## config.mk

```make
export PLATFORM = sky130hd
export DESIGN_NAME = icache_direct
export DESIGN_NICKNAME = d
export VERILOG_FILES = /design/src/rtl/icache_direct.sv
export SDC_FILE = /design/constraint.sdc
export NUM_CORES = 1
export LEC_CHECK = 0
export BUFFER_PORTS_ARGS = -buffer_cell sky130_fd_sc_hd__buf_2
export CAP_MARGIN = 25
export CORE_MARGIN = 5
export CORE_UTILIZATION = 47
export CTS_BUF_LIST = sky130_fd_sc_hd__clkbuf_8
export DETAILED_ROUTE_END_ITERATION = 7
export SLEW_MARGIN = 10
export SYNTH_ARGS = -nofsm -noshare
export SYNTH_HDL_FRONTEND = slang
export SYNTH_SLANG_ARGS = --single-unit
```

## constraint.sdc

```tcl
create_clock -name clk -period 8.4 [get_ports clk]
set_input_delay 0.84 -clock clk [delete_from_list [all_inputs] [get_ports clk]]
set_output_delay 0.84 -clock clk [all_outputs]
set_load 0.01 [all_outputs]
```

## src/rtl/icache_direct.sv

```systemverilog
// Direct-mapped instruction cache with one word per line and a single outstanding refill.
// Hits are delivered one cycle after the request; a miss is delivered one cycle after mem_rdy.
module icache_direct #(
    parameter int unsigned ADDR_WIDTH  = 32,
    parameter int unsigned INST_WIDTH  = 32,
    parameter int unsigned INDEX_WIDTH = 4
) (
    input  logic                  clk,
    input  logic                  rst_in,
    input  logic                  rdy_in,
    input  logic                  clear_in,
    input  logic                  if2cache_req,
    input  logic [ADDR_WIDTH-1:0] if2cache_pc,
    output logic                  cache2if_valid,
    output logic [INST_WIDTH-1:0] cache2if_inst,
    output logic                  cache_busy,
    output logic                  cache2mem_upd_en,
    output logic [ADDR_WIDTH-1:0] cache2mem_PC,
    input  logic                  mem_rdy,
    input  logic [INST_WIDTH-1:0] mem2cache_inst
);

    localparam int unsigned Lines    = 1 << INDEX_WIDTH;
    localparam int unsigned TagWidth = ADDR_WIDTH - INDEX_WIDTH - 2;

    typedef enum logic {StIdle, StMiss} state_e;

    state_e                  state_q;
    logic                    discard_q;
    logic [Lines-1:0]        valid_q;
    logic [TagWidth-1:0]     tag_q  [Lines];
    logic [INST_WIDTH-1:0]   data_q [Lines];

    logic [INDEX_WIDTH-1:0]  req_index;
    logic [TagWidth-1:0]     req_tag;
    logic [INDEX_WIDTH-1:0]  fill_index;
    logic [TagWidth-1:0]     fill_tag;
    logic                    hit;
    logic                    fill_en;
    logic                    unused_pc_lsb;

    assign req_index     = if2cache_pc[INDEX_WIDTH+1:2];
    assign req_tag       = if2cache_pc[ADDR_WIDTH-1:INDEX_WIDTH+2];
    // The outstanding miss address doubles as the refill index/tag holder.
    assign fill_index    = cache2mem_PC[INDEX_WIDTH+1:2];
    assign fill_tag      = cache2mem_PC[ADDR_WIDTH-1:INDEX_WIDTH+2];
    assign hit           = valid_q[req_index] && (tag_q[req_index] == req_tag);
    assign fill_en       = rdy_in && (state_q == StMiss) && mem_rdy;
    assign unused_pc_lsb = ^if2cache_pc[1:0];

    // Dropping upd_en in the completion cycle keeps the controller from re-latching.
    assign cache_busy       = (state_q == StMiss);
    assign cache2mem_upd_en = (state_q == StMiss) && !mem_rdy;

    always_ff @(posedge clk or negedge rst_in) begin
        if (!rst_in) begin
            state_q        <= StIdle;
            discard_q      <= 1'b0;
            valid_q        <= '0;
            cache2if_valid <= 1'b0;
            cache2if_inst  <= '0;
            cache2mem_PC   <= '0;
        end else if (rdy_in) begin
            cache2if_valid <= 1'b0;
            case (state_q)
                StIdle: begin
                    if (if2cache_req && !clear_in) begin
                        if (hit) begin
                            cache2if_valid <= 1'b1;
                            cache2if_inst  <= data_q[req_index];
                        end else begin
                            cache2mem_PC <= {if2cache_pc[ADDR_WIDTH-1:2], 2'b00};
                            state_q      <= StMiss;
                        end
                    end
                end
                StMiss: begin
                    if (mem_rdy) begin
                        valid_q[fill_index] <= 1'b1;
                        state_q             <= StIdle;
                        discard_q           <= 1'b0;
                        if (!clear_in && !discard_q) begin
                            cache2if_valid <= 1'b1;
                            cache2if_inst  <= mem2cache_inst;
                        end
                    end else if (clear_in) begin
                        discard_q <= 1'b1;
                    end
                end
                default: state_q <= StIdle;
            endcase
        end
    end

    always_ff @(posedge clk) begin
        if (fill_en) begin
            tag_q[fill_index]  <= fill_tag;
            data_q[fill_index] <= mem2cache_inst;
        end
    end

endmodule

```

Yosys cells after proc, flatten, opt, wreduce, memory -nomap -nowiden. Memory sizes are Yosys's and may differ from the RTL's. Cells that the tools add are included.

Flip-flop bits (word level): 81. Bits in latches: 0. Memory bits (writable): 928. ROM bits: 0. Output and inout bits: 67. Memories: 2.

Add/sub/neg operators: 0. $mul: 0. Divide/modulo/power cells: 0. $lt $le $gt $ge: 3. Equal/unequal tests: 5. Shifts and indexed selects: 0. Muxes and demuxes: 22. Bitwise operators: 3. Reduce and logical (&&, ||, !) cells: 15.

Memory list: data_q (words 16, width 32, rd ports 1, clocked after Yosys merged registers in 0, write ports 1, line 32) `logic [INST_WIDTH-1:0] data_q [Lines];`; tag_q (words 16, width 26, rd ports 1, clocked after Yosys merged registers in 0, write ports 1, line 31) `logic [TagWidth-1:0] tag_q [Lines];`.

Operator list (number): $mux 32 (4); $pmux 32 s2 (1); $eq 26x26->1 (1); $or 16x16->16 (1); $mux 1 (13); $lt 4x5->1 const B (2); $logic_and 1x1->1 (7); $ne 2x2->1 const B (3); $reduce_and 3->1 (2); $reduce_and 5->1 (1); $bmux 1 s4 (1); $demux 1 s4 (1); $ge 4x1->1 const B (1); $pmux 1 s2 (2); $reduce_and 4->1 (1); $logic_not 1->1 (3); $ne 2x1->1 const B (1); $not 1->1 (2); $reduce_bool 2->1 (1).

Longest topological paths before layout.
Depth in word-level cells: 6. Gate-level depth with buffers: 15. Mapped depth without buffers: 9.

Least setup slack after synthesis. No wires, ideal clock.

Path type: input-to-reg. Start point: in mem_rdy. End point: reg valid_q[0]. Setup time: 0.089 ns. Arrival time: 5.775 ns. Required time: 8.311 ns. Slack: 2.536 ns. Cell stages on the path: 4. Cells stage by stage: nand3_1 > or3_1 > nor3_1 > or2_2.

Cells in the longest elaborated chain, start to end: 1.

RTL lines: start, declared (line 19) `input logic mem_rdy,`; $reduce_and 3->1 (no source line); end signal, assigned (line 59) `valid_q <= '0;`; end signal, assigned by index (line 79) `valid_q[fill_index] <= 1'b1;`; end, declared (line 30) `logic [Lines-1:0] valid_q;`.

No other way between the ends. A chain may end at the register's enable or synchronous reset.

Worst setup path after layout.
Start point: in if2cache_pc[2]. End point: reg cache2mem_PC[14].

Cells in the longest elaborated chain, start to end: 5. Elaborated cells between the ends (all ways): 7.

RTL lines: start, declared (line 13) `input logic [ADDR_WIDTH-1:0] if2cache_pc,`; $mem_v2 16x26 or $bmux 1 s4 (tied branches); $eq 26x26->1 or $mux 1 (tied branches) (line 47) `assign hit = valid_q[req_index] && (tag_q[req_index] == req_tag);`; $logic_and 1x1->1 (*) (line 47); $not 1->1 (no source line) (*); $reduce_and 4->1 (no source line) (*); end signal, assigned (line 72) `cache2mem_PC <= {if2cache_pc[ADDR_WIDTH-1:2], 2'b00};`; end, declared (line 18) `output logic [ADDR_WIDTH-1:0] cache2mem_PC,`.

Every way passes the cells marked *; elsewhere a longest branch is shown, timed or not. The select of a mux whose other input is x is not followed.

==> summary.md <==
| Metric | Value |
|---|---|
| Status | `finished clean` |
| TritonRoute pass-1 iters | `5` |
| Area Overhead vs Synth | `13.44%` |
| Reg2Reg Depth | `10` |
| Fin crit share | `58.89%` |
| Largest area contributor in the netlist | `edfxtp_1` |
| Buffers on Ports | `132` |
| Post-CTS resize count | `0` |
| CTS tree | `built` |
| Dpl cell area | `0.04102 mm²` |
| Max_cap viols | `0` |
| Setup Fix Bufs, Post-CTS | `0` |
| Yosys Warn Count | `0` |
| Largest net degree at the start of global routing | `81` |
| Top-area cell type share of the netlist area | `71.49%` |
| Max Freq | `202.1 MHz` |
| Worst Path Max Fanout | `80` |
| Setup TNS | `0 ps` |
| Pre-CTS WS | `2500 ps` |
| Hold WS | `326.9 ps` |
| CTS clk-pin slew, worst paths | `60 ps` |
| Post-layout util | `53.85%` |
| CP Data Arrival Time | `5590 ps` |
| H-tree levels | `4` |
| DRC | `0` |
| RR Endpoint | `cache2mem_PC[14]` |
| Crit path capture | `cache2mem_PC[14]` |
| Die Wd | `298.0 µm` |
| Hold Fails Final Rpt | `0` |
| First-pass GRT wire length | `131,000 µm` |
| Synthesized flop and latch total | `1,009` |
| Vias | `18,010` |
| Layout cell share with drive strength beyond 1 | `36.45%` |
| Min cycle time layout | `4947 ps` |
| Num ports | `137` |
| Cell Count, Final, Fillers Out | `3,147` |
| Via density | `5.721` |
| Vias in the first global route | `19,400` |
| Clk buf depth | `3` |
| GRT Util Overall | `20.13%` |
| Critical path startpoint | `if2cache_pc[2]` |
| Clock Skew | `30.84 ps` |
| Leakage Power | `14.85 nW` |
| Final instance area | `0.04422 mm²` |
| DP Wirelength | `44,870 µm` |
| Clk_lat worst skew | `790 ps` |
| Flop2flop setup slack | `4270 ps` |
| Mapped Cells | `1,681` |
| Initial antenna violation count | `1` |
| Max VDD drop | `151.9 µV` |
| Most used flip-flop cell after synthesis | `edfxtp_1` |
| Nets | `2,007` |
| Grt total ovfl | `0` |
| HP Class | `in2reg` |
| Drt wl/cell | `28.18 µm` |
| Most frequent cell after synthesis | `edfxtp_1` |
| CTS root buf | `clkbuf_8` |
| Critical Path End Type | `flip-flop` |
| Iter 0 DRT Violations | `1,392` |
| CP required | `9050 ps` |
| Type of the worst setup path | `in2reg` |
| Overall power | `10.92 mW` |
| Final ANT Viol Nets | `0` |
| RSZ-0062 raised after global routing | `false` |
| Reg2Reg Launch Point | `tag_q[15][0]` |
| Syn avg cell area | `23.19 µm²` |
| Initial Util | `47.47%` |
| GPL Wtd Cong | `0.7313` |
| Placed cell count | `2,838` |
| Final setup vio count | `0` |
| Vert. Die Dim | `298.0 µm` |
| Core Area | `0.08211 mm²` |
| FP Rows | `105` |
| Max-slew headroom | `30.08%` |
| Async SR Flop Fraction | `8.028%` |
| Power per Cell Area | `246.9 mW/mm²` |
| EDFF count, synth | `928` |
| Setup crit start kind | `primary input` |
| Max-slew violation count | `0` |
| WL final | `88,690 µm` |
| CTS hold repair buffers | `1` |
| Cell Area, Synth | `0.03898 mm²` |
| Most common library cells after synthesis | `edfxtp_1, mux4_2, dfrtp_1, mux2_2, clkbuf_1` |
| TritonCTS Buffers | `163` |
| Hold Path Stages | `2` |
| Unique masters post-synth | `46` |
| Die ar. | `0.08880 mm²` |
| Final setup margin | `3453 ps` |
| # clock sinks | `1,009` |
| Post-synthesis sequential area ratio | `76.69%` |
| Worst Tran Pin Value | `1049 ps` |
| Largest cells by area after synthesis | `edfxtp_1, mux4_2, dfrtp_1` |
==> worst min path at each step <==
stage	from	to
floorplan	valid_q[2]	valid_q[2]
global placement	valid_q[4]	valid_q[4]
detailed placement	valid_q[5]	valid_q[5]
CTS	if2cache_pc[18]	cache2mem_PC[18]
global route	if2cache_pc[18]	cache2mem_PC[18]
finish	if2cache_pc[18]	cache2mem_PC[18]
==> layer usage <==
layer	track usage, %	up-vias	routed length (µm)
met3	3.772	128	4684
li1	-	7628	-
met4	5.270	0	1444
met5	0	-	0
met1	28.41	9713	38470
met2	32.93	536	44090
==> cells in the final DEF, fill, tap and decap left out, drive strengths merged, types with 5 or more instances in the layout <==
cell type / count
nor3: 8
nor2b: 8
a22oi: 10
mux2i: 29
o21ai: 5
or2: 16
clkinv: 49
a221oi: 5
xnor2: 25
mux2: 99
nand2: 23
dfrtp: 81
edfxtp: 928
clkbuf: 184
nand3: 13
a21oi: 5
mux4: 260
inv: 69
nand4: 5
buf: 176
nor2: 19
xor2: 16
==> state kept, by name, summed over array words and instances, names as in the netlist <==
| register | flops |
|---|---|
| cache2if_inst | 32 |
| cache_busy | 1 |
| cache2mem_PC | 30 |
| valid_q | 16 |
| data_q | 512 |
| discard_q | 1 |
| cache2if_valid | 1 |
| tag_q | 416 |
==> cells by family after synthesis <==
logic type                synth area share, %
AOI/OAI and AO/OA                      0.8249
xor gates and xnor gates               0.9212
buffers and inverters                   1.207
DFF                                     76.69
muxes                                   18.91
other                                0.009620
and+or+nand+nor                         1.444
==> critical path: stages <==
cell and delay [ps]:
buf_8 590, buf_4 460, mux4_2 550, mux4_2 520
xor2_1 180, nor4_1 310, nand3_1 190, nor4_2 440
nand2b_2 500, buf_4 480, mux2_1 370
==> power by group <==
group	switching, mW	leakage [nW]	internal, mW	total [mW]
combinational	0.449	3.67	0.429	0.878
clock	1.89	1.82	2.07	3.96
sequential	0.245	9.35	5.83	6.08
total	2.59	14.8	8.33	10.9
==> final cells by class <==
cell class | count | area (µm²)
Antenna cell | 3 | 7.507
Clock buffer | 184 | 2532
Clock inverter | 118 | 561.8
Fill cell | 6295 | 37890
Inverter | 3 | 11.26
Multi-Input combinational cell | 583 | 8741
Sequential cell | 1009 | 29890
Tap cell | 1070 | 1339
Timing Repair Buffer | 177 | 1131
Note: power is estimated with default switching activity, not from simulation.
